[config.mk]
export PLATFORM = sky130hd
export DESIGN_NAME = mul_add_arbiter
export DESIGN_NICKNAME = d
export VERILOG_FILES = /design/src/rtl/mul_add_arbiter.sv
export SDC_FILE = /design/constraint.sdc
export NUM_CORES = 1
export LEC_CHECK = 0
export CORE_AREA = 2 2 217 219
export CTS_CLUSTER_SIZE = 12
export DETAILED_ROUTE_END_ITERATION = 8
export DIE_AREA = 0 0 219 221
export SLEW_MARGIN = 20
export SYNTH_ARGS = -nofsm -noshare
export SYNTH_HDL_FRONTEND = slang
export SYNTH_SLANG_ARGS = --single-unit
export TNS_END_PERCENT = 100
[constraint.sdc]
create_clock -name clk -period 3.81 [get_ports clk]
set_clock_uncertainty 0.1 [all_clocks]
set_input_delay 0.9525 -clock clk [delete_from_list [all_inputs] [get_ports clk]]
set_output_delay 0.9525 -clock clk [all_outputs]
set_load 0.02 [all_outputs]
[src/rtl/mul_add_arbiter.sv]
// Round-robin arbiter that shares one pipelined mul_add unit among NUM_REQ requesters.
// Issue is credit-gated so the tagged results always fit in the response FIFO.
module mul_add_arbiter #(
  parameter int NUM_REQ    = 4,
  parameter int WIDTH      = 32,
  parameter int LATENCY    = 3,
  parameter int FIFO_DEPTH = 8,
  parameter int ID_W       = $clog2(NUM_REQ)
) (
  input  logic                     clk,
  input  logic                     rst,
  input  logic [NUM_REQ-1:0]       req_valid,
  output logic [NUM_REQ-1:0]       req_ready,
  input  logic [NUM_REQ*WIDTH-1:0] req_x,
  input  logic [NUM_REQ*WIDTH-1:0] req_y,
  input  logic [NUM_REQ*WIDTH-1:0] req_z,
  output logic [WIDTH-1:0]         unit_x,
  output logic [WIDTH-1:0]         unit_y,
  output logic [WIDTH-1:0]         unit_z,
  input  logic [WIDTH-1:0]         unit_out,
  output logic                     resp_valid,
  input  logic                     resp_ready,
  output logic [ID_W-1:0]          resp_id,
  output logic [WIDTH-1:0]         resp_data,
  output logic                     busy
);

  localparam int CNT_W = $clog2(FIFO_DEPTH + 1);
  localparam int PTR_W = (FIFO_DEPTH > 1) ? $clog2(FIFO_DEPTH) : 1;
  localparam logic [ID_W-1:0]  LAST_ID   = ID_W'(NUM_REQ - 1);
  localparam logic [PTR_W-1:0] LAST_PTR  = PTR_W'(FIFO_DEPTH - 1);
  localparam logic [CNT_W-1:0] DEPTH_CNT = CNT_W'(FIFO_DEPTH);

  logic [WIDTH-1:0] x_arr [NUM_REQ];
  logic [WIDTH-1:0] y_arr [NUM_REQ];
  logic [WIDTH-1:0] z_arr [NUM_REQ];

  logic [ID_W-1:0]  rr_ptr;
  logic [ID_W-1:0]  grant;
  logic [ID_W-1:0]  cand;
  logic [CNT_W-1:0] pending_cnt;
  logic [CNT_W-1:0] fifo_cnt;
  logic [PTR_W-1:0] wr_ptr;
  logic [PTR_W-1:0] rd_ptr;
  logic             credit;
  logic             issue;
  logic             push;
  logic             pop;

  logic             tag_valid [LATENCY];
  logic [ID_W-1:0]  tag_id    [LATENCY];

  logic [WIDTH-1:0] mem_data [FIFO_DEPTH];
  logic [ID_W-1:0]  mem_id   [FIFO_DEPTH];

  // Credit depends only on registered state, so req_ready never sees resp_ready.
  assign credit = (pending_cnt < DEPTH_CNT);
  assign issue  = credit && !rst && req_valid[grant];

  generate
    for (genvar gi = 0; gi < NUM_REQ; gi++) begin : g_req
      assign x_arr[gi]     = req_x[gi*WIDTH +: WIDTH];
      assign y_arr[gi]     = req_y[gi*WIDTH +: WIDTH];
      assign z_arr[gi]     = req_z[gi*WIDTH +: WIDTH];
      assign req_ready[gi] = credit && !rst && (grant == ID_W'(gi));
    end
  endgenerate

  // Scan downward so the smallest offset from rr_ptr wins; idle grant stays at rr_ptr.
  always_comb begin
    grant = rr_ptr;
    cand  = '0;
    for (int k = NUM_REQ - 1; k >= 0; k--) begin
      cand = ID_W'((int'(rr_ptr) + k) % NUM_REQ);
      if (req_valid[cand]) begin
        grant = cand;
      end
    end
  end

  assign unit_x = issue ? x_arr[grant] : '0;
  assign unit_y = issue ? y_arr[grant] : '0;
  assign unit_z = issue ? z_arr[grant] : '0;

  always_ff @(posedge clk) begin
    tag_id[0] <= grant;
    for (int s = 1; s < LATENCY; s++) begin
      tag_id[s] <= tag_id[s-1];
    end
    if (rst) begin
      for (int s = 0; s < LATENCY; s++) begin
        tag_valid[s] <= 1'b0;
      end
    end else begin
      tag_valid[0] <= issue;
      for (int s = 1; s < LATENCY; s++) begin
        tag_valid[s] <= tag_valid[s-1];
      end
    end
  end

  assign push = tag_valid[LATENCY-1];
  assign pop  = resp_valid && resp_ready;

  always_ff @(posedge clk) begin
    if (push) begin
      mem_data[wr_ptr] <= unit_out;
      mem_id[wr_ptr]   <= tag_id[LATENCY-1];
    end
  end

  always_ff @(posedge clk) begin
    if (rst) begin
      rr_ptr      <= '0;
      pending_cnt <= '0;
      fifo_cnt    <= '0;
      wr_ptr      <= '0;
      rd_ptr      <= '0;
    end else begin
      if (issue) begin
        rr_ptr <= (grant == LAST_ID) ? '0 : grant + 1'b1;
      end
      pending_cnt <= pending_cnt + CNT_W'(issue) - CNT_W'(pop);
      fifo_cnt    <= fifo_cnt + CNT_W'(push) - CNT_W'(pop);
      if (push) begin
        wr_ptr <= (wr_ptr == LAST_PTR) ? '0 : wr_ptr + 1'b1;
      end
      if (pop) begin
        rd_ptr <= (rd_ptr == LAST_PTR) ? '0 : rd_ptr + 1'b1;
      end
    end
  end

  assign resp_valid = !rst && (fifo_cnt != '0);
  assign resp_id    = mem_id[rd_ptr];
  assign resp_data  = mem_data[rd_ptr];
  assign busy       = !rst && (pending_cnt != '0);

  // Every stored or in-flight result holds a credit, so a push never finds the FIFO full.
  assert property (@(posedge clk) disable iff (rst) push |-> (fifo_cnt < DEPTH_CNT || pop));

endmodule

**After elaboration in Yosys (flattened, before gate mapping)**

Memories as Yosys holds them, arrays and structs flattened. A register that Yosys moved wholly into a read port is not among the register bits.
Cells that the tools add are included.

- $add $sub $neg: 10
- Order comparisons: 7
- Eq/ne operators: 5
- Muxes and demuxes: 41
- Bitwise operators: 4
- Reductions and logical operators: 13

Operators by type and width:

| kind | number |
|---|---|
| 32-bit two-way mux | 9 |
| 32-bit binary-select mux with 2-bit select | 3 |
| 3-bit two-way mux | 6 |
| 2-bit by 3-bit less-than comparator with 1-bit output, second input constant | 5 |
| 1-bit two-way mux | 13 |
| 1-bit binary-select mux with 2-bit select | 5 |
| 2-bit two-way mux | 5 |
| 1-bit logical AND | 9 |
| 4-bit by 1-bit adder with 4-bit output | 2 |
| 4-bit nonzero test | 2 |
| 4-bit by 1-bit subtractor with 4-bit output | 2 |
| 3-bit by 1-bit adder with 3-bit output, second input constant | 2 |
| 3-bit == test, second input constant | 2 |
| 2-bit by 1-bit adder with 2-bit output, second input constant | 2 |
| 2-bit adder, second input constant | 2 |
| 2-bit == test, second input constant | 2 |
| 4-bit less-than comparator, second input constant | 1 |
| 3-bit >= comparator, second input constant | 1 |
| 2-bit NOT with 3-bit output | 1 |
| 1-bit OR | 3 |
| 2-bit by 1-bit == test with 1-bit output, second input constant | 1 |
| 2-bit zero test | 1 |
| 1-bit zero test | 1 |

- Flip-flop bits (word level): 16
- Memory bits (writable): 281
- Input port bits: 423
- Output and inout port bits: 136
- Logic and storage cells: 89
- Memories: 4

Memory list:

| name | words | bits a word | rd ports | clocked after Yosys merged registers in | wr ports | line | RTL |
|---|---|---|---|---|---|---|---|
| mem_data | 8 | 32 | 1 | 1 | 1 | 53 | `logic [WIDTH-1:0] mem_data [FIFO_DEPTH];` |
| mem_id | 8 | 2 | 1 | 1 | 1 | 54 | `logic [ID_W-1:0] mem_id [FIFO_DEPTH];` |
| tag_id | 3 | 2 | 3 | 0 | 3 | 51 | `logic [ID_W-1:0] tag_id [LATENCY];` |
| tag_valid | 3 | 1 | 3 | 0 | 3 | 50 | `logic tag_valid [LATENCY];` |

**Logic depth before layout (Yosys ltp)**

Gate-level depths: netlist of run 1.

- Depth after elaboration: 12
- Mapped depth: 12
- Depth with buffers taken out: 12

**Worst setup path before layout of run 1**

Ideal clock, no wire load.

- Path type: register to register
- Start: mem tag_valid[2][0], in the netlist tag_valid[0][2]
- End: mem mem_data[0][0] (enable)
- Setup time: 0.468 ns
- Arrival: 2.860 ns
- Required time: 3.242 ns
- Slack: 0.382 ns
- Stages on the path, launching flop included: 3
- Buffers on the path: 0
- Period minus slack after synthesis: 3.428 ns
- Cells stage by stage: dfxtp_1 nand2b_1 nor3_1

RTL lines:

| element | line |
|---|---|
| from (decl) | 50 |
| to (decl) | 53 |

**Worst setup path in the final report of run 1**

- Start: in req_valid[2]
- End: out unit_x[0]

- Longest elaborated chain between the ends: 11
- Elaborated cells on any way between the ends: 20
- Those cells by class: 18 x mux; 1 x bitwise; 1 x reduce/logical

RTL lines:

| element | line | RTL |
|---|---|---|
| from (decl) | 12 | `input logic [NUM_REQ-1:0] req_valid,` |
| 1-bit binary-select mux with 2-bit select | 75 | `if (req_valid[cand]) begin` |
| 1-bit two-way mux (not written as such) | 75 |  |
| 2-bit two-way mux (4 in a row) | 75 |  |
| 2-bit NOT with 3-bit output (not written as such) | 81 | `assign unit_x = issue ? x_arr[grant] : '0;` |
| 32-bit binary-select mux with 2-bit select | 81 |  |
| 32-bit two-way mux (not written as such) (2 in a row) | 81 |  |
| 32-bit two-way mux (*) | 81 |  |
| to (decl) | 17 | `output logic [WIDTH-1:0] unit_x,` |

Every way passes the cells marked *; elsewhere a longest branch is shown, timed or not. The select of a mux whose other input is x is not followed.

==> results.cfg, run 1 <==
[floorplanning]
die_x_um = 219
rows = 79
core_um2 = 46100
dieArea_um2 = 48400
io_pins = 559
initial_core_util = 0.312
chipHeight_um = 221

[clock_network]
h-tree-depth = 1
path_clk_slew_ns = 0.06
insertion_delay_ns = 0.53
cts_buffers = 31
tritoncts = done
ctsHoldBuffers = 0
cts_buffer_depth = 3
cts_sinks = 300
cts-root-buf = clkbuf_16

[place]
pre_cts_ws_ns = -0.889
dp_hpwl_um = 44900
dpl-instance-area_um2 = 21200
gp_congestion = 0.901
portBuffers = 558
dp.cells = 2055

[logic_synthesis]
synth.yosys.seq_area_share = 0.607
ys_ff_latch = 300
synth-simple-area-share = 0.0178
yosysUniqueCellTypes = 35
synth.area.mux_share = 0.268
syn_area_per_cell_um2 = 16.6
yosys.area_share.adder = 0.0185
ys_top_cells_by_area = edfxtp_1 57%, mux2i_1 14%, mux4_2 11%
syn_inst = 868
synth_compound_area_frac = 0.0512
synth_top_area_cell = edfxtp_1
synth_xor_area_frac = 0.00244
yosysTopAreaCellShare = 0.568
yosysWarningCount = 0
syn_nets = 1311
syn-cell-area_um2 = 14400
synth_top_family_by_area = multiplexers

[finish]
fillers = 4055
synthToLayoutAreaGrowth_pct = 60.3
layout_commonest_cell = clkdlybuf4s50_1
final_cell_mix = 452 x clkdlybuf4s50_1, 272 x edfxtp_1, 177 x mux2i_1
drive_gt1_frac = 0.280
fin_area_um2 = 23000
final_cells = 2151
nets = 1957

[critical_path]
timing.rr.start = pending_cnt[3]$_SDFF_PP0_
startpoint = req_valid[2]
cp.required_ns = 2.76
r2r_end = pending_cnt[2]$_SDFF_PP0_
cp_cell_sequence = buf_8 -> or3_4 -> o21ai_4 -> o31ai_4 -> buf_6 -> buf_8 -> buf_12 -> mux2i_4 -> o22ai_4 -> buf_6 -> buf_12
crit_path_max_incr_delay_ns = 0.38
critPathLaunchType = input port
reg2reg_slack_ns = 1.12
ff2ff_path_depth = 14
cp_num_buf_inv = 6
arrival_ns = 2.76
worstSetupEndpointType = output pin
cp_max_fo = 8
critPathSlowestCell = or3_4
path_delay_family = buffers and inverters
critical_path_class = input port to output pin

[power]
p_seq_frac = 0.341
p_total_mw = 11.0
power_frac_comb = 0.405
p_sw_mw = 3.31
intPower_mw = 7.71
ir_drop_uv = 322
power.share.switching = 0.301
pwr_density_cell_nw_per_um2 = 479
clkPwrFrac = 0.254
p_leak_nw = 8.10

[timing]
hold_violations = 0
slew_viol_final = 0
final-setup-viol-count = 1
period_share = 1.00
max_freq_mhz = 262
fin_ws_ns = -0.00544
worstMarginPinSlew_ns = 0.873
slew_headroom = 0.417
fin_crit_ns = 3.82
whs_ns = 0.225
rsz0062_at_grt = yes

[global_routing]
grt_pass1_vias = 11100
grt_start_max_net_pins = 69
grt_usage = 0.234
grt_pass1_wl_um = 81000
gr-total-overflow = 0
antenna_found_initial = 14

[routing]
wl_met3_um = 2720
dr_wl_met2_um = 31100
drc_errors = 0
highest_layer = met5
drtIter0Drc = 556
wl_met1_um = 22000
routed-via-count = 10600
wire_per_inst_um = 27.0
via_per_inst = 4.94
wirelength_um = 58200
first_pass_iters = 6
ant_nets = 0

[worst_hold_path]
hold_path_depth = 0
hp-start = tag_id[0][1]$_DFF_P_
min_to = tag_id[0][3]$_DFF_P_
hp-class = flop to flop

[run]
max_cap_violations = 0

[run_status]
status = finished, violations left
violations = setup timing
==> through the flow <==
step / setup TNS, ns / utilization
2_1_floorplan: 0 / -
3_3_place_gp: -67.14 / 0.461
3_5_place_dp: -68.86 / 0.461
4_1_cts: -0.0486 / 0.494
5_1_grt: -0.0395 / 0.500
6_report: -0.00544 / 0.500
==> worst reg2reg max path: stages (launching register included) <==
cell and delay (ns):
dfxtp_1 0.31, nor2_2 0.10, buf_6 0.14, a21boi_4 0.18, buf_6 0.16, buf_4 0.15
buf_4 0.11, buf_4 0.10, inv_1 0.08, ha_1 0.28, inv_1 0.03, ha_1 0.20
fa_1 0.42, xnor2_1 0.16, nor2_1 0.05
==> kinds of logic after synthesis <==
kind of cell	count (synthesis)
multiplexers	296
XOR/XNOR	4
AND/OR/NAND/NOR	53
buffers and inverters	80
flip-flops	300
adder cells (fa/ha/maj)	20
AO/OA/AOI/OAI	115
==> worst max path at each step <==
stage	end	slack, ns	depth (start not counted)
after floorplan	mem_data[0][0]$_DFFE_PP_	0.38	2
after global placement	unit_z[29]	-0.88	9
after detailed placement	unit_z[29]	-0.89	9
after CTS	unit_x[15]	-0.01	12
after global routing	unit_x[0]	-0.02	11
final	unit_x[0]	-0.005	11
==> cells in the mapped netlist (all sizes together) <==
cell	instances
edfxtp	272
mux2i	194
o22ai	96
mux4	68
buf	42
mux2	34
dfxtp	28
clkbuf	21
nor2	19
ha	18
inv	17
nand2	12
a21oi	9
nor2b	8
and2	4
nand2b	3
nand3b	3
nor3	3
o21ai	3
xnor2	3
a21o	2
fa	2
o31ai	2
a21boi	1
a2bb2oi	1
o221a	1
or3	1
xor2	1
==> state kept, by name, indices dropped and copies added (netlist names), named ones only <==
register / cells
tag_id: 6
rd_ptr: 3
fifo_cnt: 4
pending_cnt: 4
tag_valid: 3
rr_ptr: 2
wr_ptr: 3
mem_id: 16
mem_data: 256
==> power groups by stage <==
stage                     clock [mW]  combinational, mW  sequential (mW)
after global placement             0               4.04             3.85
final                           2.80               4.46             3.76
after global routing            3.00               4.71             3.77
after detailed placement           0               4.07             3.85
after floorplan                    0               2.19             3.79
after CTS                       2.88               4.41             3.76
==> final cells by class <==
type,count,area (um2),share of cell area
Antenna cell,6,15.0,0.000652
Multi-Input combinational cell,489,5650,0.245
Timing Repair Buffer,675,6860,0.298
Sequential cell,300,8740,0.379
Inverter,17,66.3,0.00288
Clock inverter,5,56.3,0.00244
Tap cell,607,759,0.0330
Clock buffer,52,895,0.0388
==> per-layer routing <==
layer	global-route usage	vias to the layer above
met4	0.0793	2
met3	0.0319	88
met2	0.433	369
met1	0.277	5347
met5	0	-
li1	-	4823
==> timing repair <==
item                       in CTS  in global routing
pin swaps                      14                 17
resized for setup             393                 49
setup buffers                  25                  9
setup endpoints to repair     127                 83
gates cloned                    9                  1
No activity file was read; power rests on OpenSTA's default activity.
==> run 2: changes to the inputs <==
==> constraint.sdc (replaced) <==
create_clock -name clk -period 4.5 [get_ports clk]
set_clock_uncertainty 0.1 [all_clocks]
set_input_delay 1.125 -clock clk [delete_from_list [all_inputs] [get_ports clk]]
set_output_delay 1.125 -clock clk [all_outputs]
set_load 0.02 [all_outputs]
==> results.cfg, run 2 (synthesized netlist as in run 1, its figures left out) <==
[worst_hold_path]
hp-class = flop to flop

[critical_path]
critPathMostFrequentCell = buf_4
cp.required_ns = 3.27
cp_max_fo = 31
startpoint = rst
timing.rr.start = pending_cnt[3]$_SDFF_PP0_
critPathSlowestCell = clkdlybuf4s50_1
r2r_end = pending_cnt[2]$_SDFF_PP0_
arrival_ns = 3.17
critical_path_class = input port to output pin
worstSetupEndpointType = output pin
crit_path_max_incr_delay_ns = 0.47
critPathLaunchType = input port
cp_cell_sequence = clkdlybuf4s50_1 -> nor2_1 -> buf_4 -> a21boi_2 -> buf_4 -> nand2_4 -> buf_12 -> buf_4 -> o22ai_1 -> buf_4 -> buf_12
ff2ff_path_depth = 12
cp-endpoint = unit_x[12]
reg2reg_slack_ns = 2.05

[routing]
ant_nets = 0
wire_per_inst_um = 27.0
drc_errors = 0
first_pass_iters = 4
via_per_inst = 4.95
wirelength_um = 57200
drtIter0Drc = 513
routed-via-count = 10500

[place]
pre_cts_ws_ns = -0.385
dpl-instance-area_um2 = 21300
dp_hpwl_um = 45400
portBuffers = 558
gp_congestion = 0.962

[timing]
whs_ns = 0.229
final-setup-viol-count = 0
max_freq_mhz = 227
fin_crit_ns = 4.40
fin_ws_ns = 0.101
rsz0062_at_grt = no
hold_violations = 0
worstMarginPinSlew_ns = 0.886
slew_viol_final = 0
period_share = 0.978
slew_headroom = 0.408

[finish]
fin_area_um2 = 22300
top_regs = mem_data x256, mem_id x16, tag_id x6
largest_register_ffs = 256
drive_gt1_frac = 0.201
final_cell_mix = 454 x clkdlybuf4s50_1, 272 x edfxtp_1, 190 x mux2i_1
nets = 1931
layout_commonest_cell = clkdlybuf4s50_1
synthToLayoutAreaGrowth_pct = 55.2
regMostFlops = mem_data

[clock_network]
h-tree-depth = 1
path_clk_slew_ns = 0.06
tritoncts = done
insertion_delay_ns = 0.54
cts-root-buf = clkbuf_16
cts_buffers = 30
cts_sinks = 300
cts_buffer_depth = 3

[global_routing]
grt_pass1_wl_um = 79900
antenna_found_initial = 14
grt_usage = 0.232
gr-total-overflow = 0
grt_pass1_vias = 10900
grt_start_max_net_pins = 39

[floorplanning]
die_x_um = 219
core_um2 = 46100
io_pins = 559
initial_core_util = 0.312
dieArea_um2 = 48400
rows = 79
chipHeight_um = 221

[power]
ir_drop_uv = 281
p_total_mw = 8.87
pwr_density_cell_nw_per_um2 = 397
p_leak_nw = 7.93

[run_status]
status = completed

[run]
max_cap_violations = 0
-- run 2: per-stage QoR --
step,std cells,utilization,setup TNS [ns]
floorplan,868,-,0
global placement,2054,0.462,-18.18
detailed placement,2054,0.462,-17.91
CTS,2115,0.484,0
global route,2119,0.484,0
finish,2119,0.484,0
-- run 2: how the worst min path moves through the flow --
stage                                      end                 start  cells after the start  slack [ns]
after detailed placement  tag_id[0][4]$_DFF_P_  tag_id[0][2]$_DFF_P_                      0        0.21
after global placement    tag_id[0][3]$_DFF_P_  tag_id[0][1]$_DFF_P_                      0        0.22
final                     tag_id[0][3]$_DFF_P_  tag_id[0][1]$_DFF_P_                      0        0.23
after global routing      tag_id[0][5]$_DFF_P_  tag_id[0][3]$_DFF_P_                      0        0.24
after floorplan           tag_id[0][2]$_DFF_P_  tag_id[0][0]$_DFF_P_                      0        0.21
after CTS                 tag_id[0][4]$_DFF_P_  tag_id[0][2]$_DFF_P_                      0        0.23
-- run 2: critical path, delay by kind of cell --
family	cells	cell delay [ns]
buffers and inverters	7	1.57
AOI/OAI and AO/OA	2	0.31
and+or+nand+nor	2	0.13
-- run 2: metal layers --
metal	track usage	wire length, um	part of all wire	vias to the layer above
met5	0	33	0.00058	-
met4	0.0859	2210	0.039	6
met3	0.0345	2570	0.045	81
met2	0.426	30500	0.53	343
met1	0.269	21800	0.38	5309
li1	-	-	-	4758
-- run 2: report_power, final --
part           switching (mW)  total, mW  internal (mW)
Sequential             0.0949       3.22           3.13
Clock                   0.952       2.21           1.26
Combinational            1.62       3.44           1.82
Total                    2.66       8.87           6.20
-- run 2: repair_timing --
| item | in CTS | in global routing |
|---|---|---|
| resized for setup | 96 | 9 |
| setup buffers | 7 | 0 |
| hold buffers | 0 | 0 |
| cloned | 2 | 0 |
| setup endpoints to repair | 82 | 36 |
| pin swaps | 1 | 2 |
-- run 2: final cells by class --
class | instances | area, um2
Tap cell | 607 | 759
Timing Repair Buffer | 651 | 6590
Inverter | 17 | 63.8
Antenna cell | 4 | 10.0
Multi-Input combinational cell | 488 | 5290
Sequential cell | 300 | 8730
Clock inverter | 6 | 28.8
Fill cell | 4155 | 23700
Clock buffer | 46 | 832
==> run 3: changes to the inputs <==
--- a/config.mk
+++ b/config.mk
@@ -9,6 +9,8 @@
 export CTS_CLUSTER_SIZE = 12
 export DETAILED_ROUTE_END_ITERATION = 8
 export DIE_AREA = 0 0 219 221
+export PLACE_DENSITY = 0.61
+export SETUP_SLACK_MARGIN = 0.15
 export SLEW_MARGIN = 20
 export SYNTH_ARGS = -nofsm -noshare
 export SYNTH_HDL_FRONTEND = slang
==> results.cfg, run 3 (synthesized netlist as in run 1, its figures left out) <==
[power]
pwr_density_cell_nw_per_um2 = 396
p_total_mw = 9.05
p_leak_nw = 8.01
ir_drop_uv = 327

[critical_path]
worstSetupEndpointType = output pin
critical_path_class = input port to output pin
critPathMostFrequentCell = dlygate4sd2_1
critPathLaunchType = input port
critPathSlowestCell = dlygate4sd2_1
arrival_ns = 3.09
cp_num_buf_inv = 6
path_delay_family = buffers and inverters
cp_cell_sequence = dlygate4sd2_1 -> buf_4 -> o31ai_4 -> buf_6 -> buf_8 -> buf_16 -> mux2i_2 -> o22ai_1 -> dlygate4sd2_1
cp_max_fo = 17
crit_path_max_incr_delay_ns = 0.33
cp.required_ns = 3.27

[finish]
layout_commonest_cell = clkdlybuf4s50_1
largest_register_ffs = 256
nets = 1937
final_cell_mix = 453 x clkdlybuf4s50_1, 272 x edfxtp_1, 171 x mux2i_1
synthToLayoutAreaGrowth_pct = 59.0
regMostFlops = mem_data
drive_gt1_frac = 0.235
fillers = 4029
top_regs = mem_data x256, mem_id x16, tag_id x6
final_cells = 2126

[routing]
drtIter0Drc = 555
drc_errors = 0
via_per_inst = 4.94
routed-via-count = 10500
wirelength_um = 59100
first_pass_iters = 4
ant_nets = 0
wire_per_inst_um = 27.8

[clock_network]
cts_buffer_depth = 3
cts_sinks = 300
h-tree-depth = 1
cts_buffers = 29
path_clk_slew_ns = 0.06
tritoncts = done
cts-root-buf = clkbuf_16
insertion_delay_ns = 0.54

[timing]
tns_ns = 0
whs_ns = 0.226
slew_headroom = 0.322
hold_violations = 0
rsz0062_at_grt = no
fin_crit_ns = 4.31
max_freq_mhz = 232
slew_viol_final = 0
period_share = 0.958
final-setup-viol-count = 0
worstMarginPinSlew_ns = 1.01

[run_status]
status = completed

[floorplanning]
dieArea_um2 = 48400
rows = 79
initial_core_util = 0.312
chipHeight_um = 221
core_um2 = 46100
die_x_um = 219
io_pins = 559

[global_routing]
gr-total-overflow = 0
grt_pass1_wl_um = 81100
grt_usage = 0.238
antenna_found_initial = 12
grt_pass1_vias = 11100
grt_start_max_net_pins = 39

[place]
gp_congestion = 0.999
portBuffers = 558
dp.cells = 2049
dp_hpwl_um = 47300

[worst_hold_path]
hp-class = flop to flop

[run]
max_cap_violations = 0
## run 3: final timing paths
path / start / to / slack, ns / depth (start not counted)
worst max-delay path: req_valid[1] / unit_z[11] / 0.19 / 9
worst min-delay path: tag_id[0][3]$_DFF_P_ / tag_id[0][5]$_DFF_P_ / 0.23 / 0
worst min register to register: tag_id[0][3]$_DFF_P_ / tag_id[0][5]$_DFF_P_ / 0.23 / 0
worst max register to register: fifo_cnt[2]$_SDFF_PP0_ / fifo_cnt[2]$_SDFF_PP0_ / 2.01 / 12
## run 3: metrics by stage
stage | worst slack [ns] | instance area [um2] | utilization
CTS | 0.130 | 22800 | 0.494
global route | 0.139 | 22800 | 0.496
global placement | -0.491 | 21300 | 0.462
detailed placement | -0.503 | 21300 | 0.462
floorplan | 0.743 | 14400 | -
finish | 0.189 | 22900 | 0.496
## run 3: metal layers
layer  share of wire  vias to the layer above  wire (um)  GRT usage
li1                -                     4788          -          -
met1            0.36                     5252      21500      0.268
met2            0.53                      378      31600      0.437
met3           0.052                       87       3060     0.0360
met4           0.049                        2       2870      0.110
met5         0.00022                        -         13          0
## run 3: where the power goes
part	switching, mW	total (mW)	internal [mW]
Sequential	0.0544	3.18	3.13
Combinational	1.75	3.74	1.99
Clock	0.935	2.13	1.20
Total	2.74	9.05	6.31
## run 3: worst reg2reg max path, cell delays in order (launching register included)
cell     delay (ns)
dfxtp_1        0.30
inv_1          0.05
ha_1           0.19
a21oi_1        0.25
nand2_1        0.20
inv_1          0.17
ha_1           0.25
inv_1          0.06
ha_1           0.15
inv_1          0.06
fa_1           0.40
xor2_1         0.16
nor2_1         0.05
## run 3: timing repair
item,in CTS,in global routing
cloned,6,0
hold buffers,0,0
buffers inserted,15,0
pin swaps,8,5
resized for setup,167,34
setup endpoints to repair,96,84
## run 3: final cells by class
type,count,area (um2),area share
antenna,10,25.0,0.00109
clock buffer,44,792,0.0347
clock inverter,2,17.5,0.000766
inverter,17,66.3,0.00290
multi-input combinational,488,5610,0.245
sequential,300,8730,0.382
tap,607,759,0.0332
timing repair buffer,658,6850,0.300
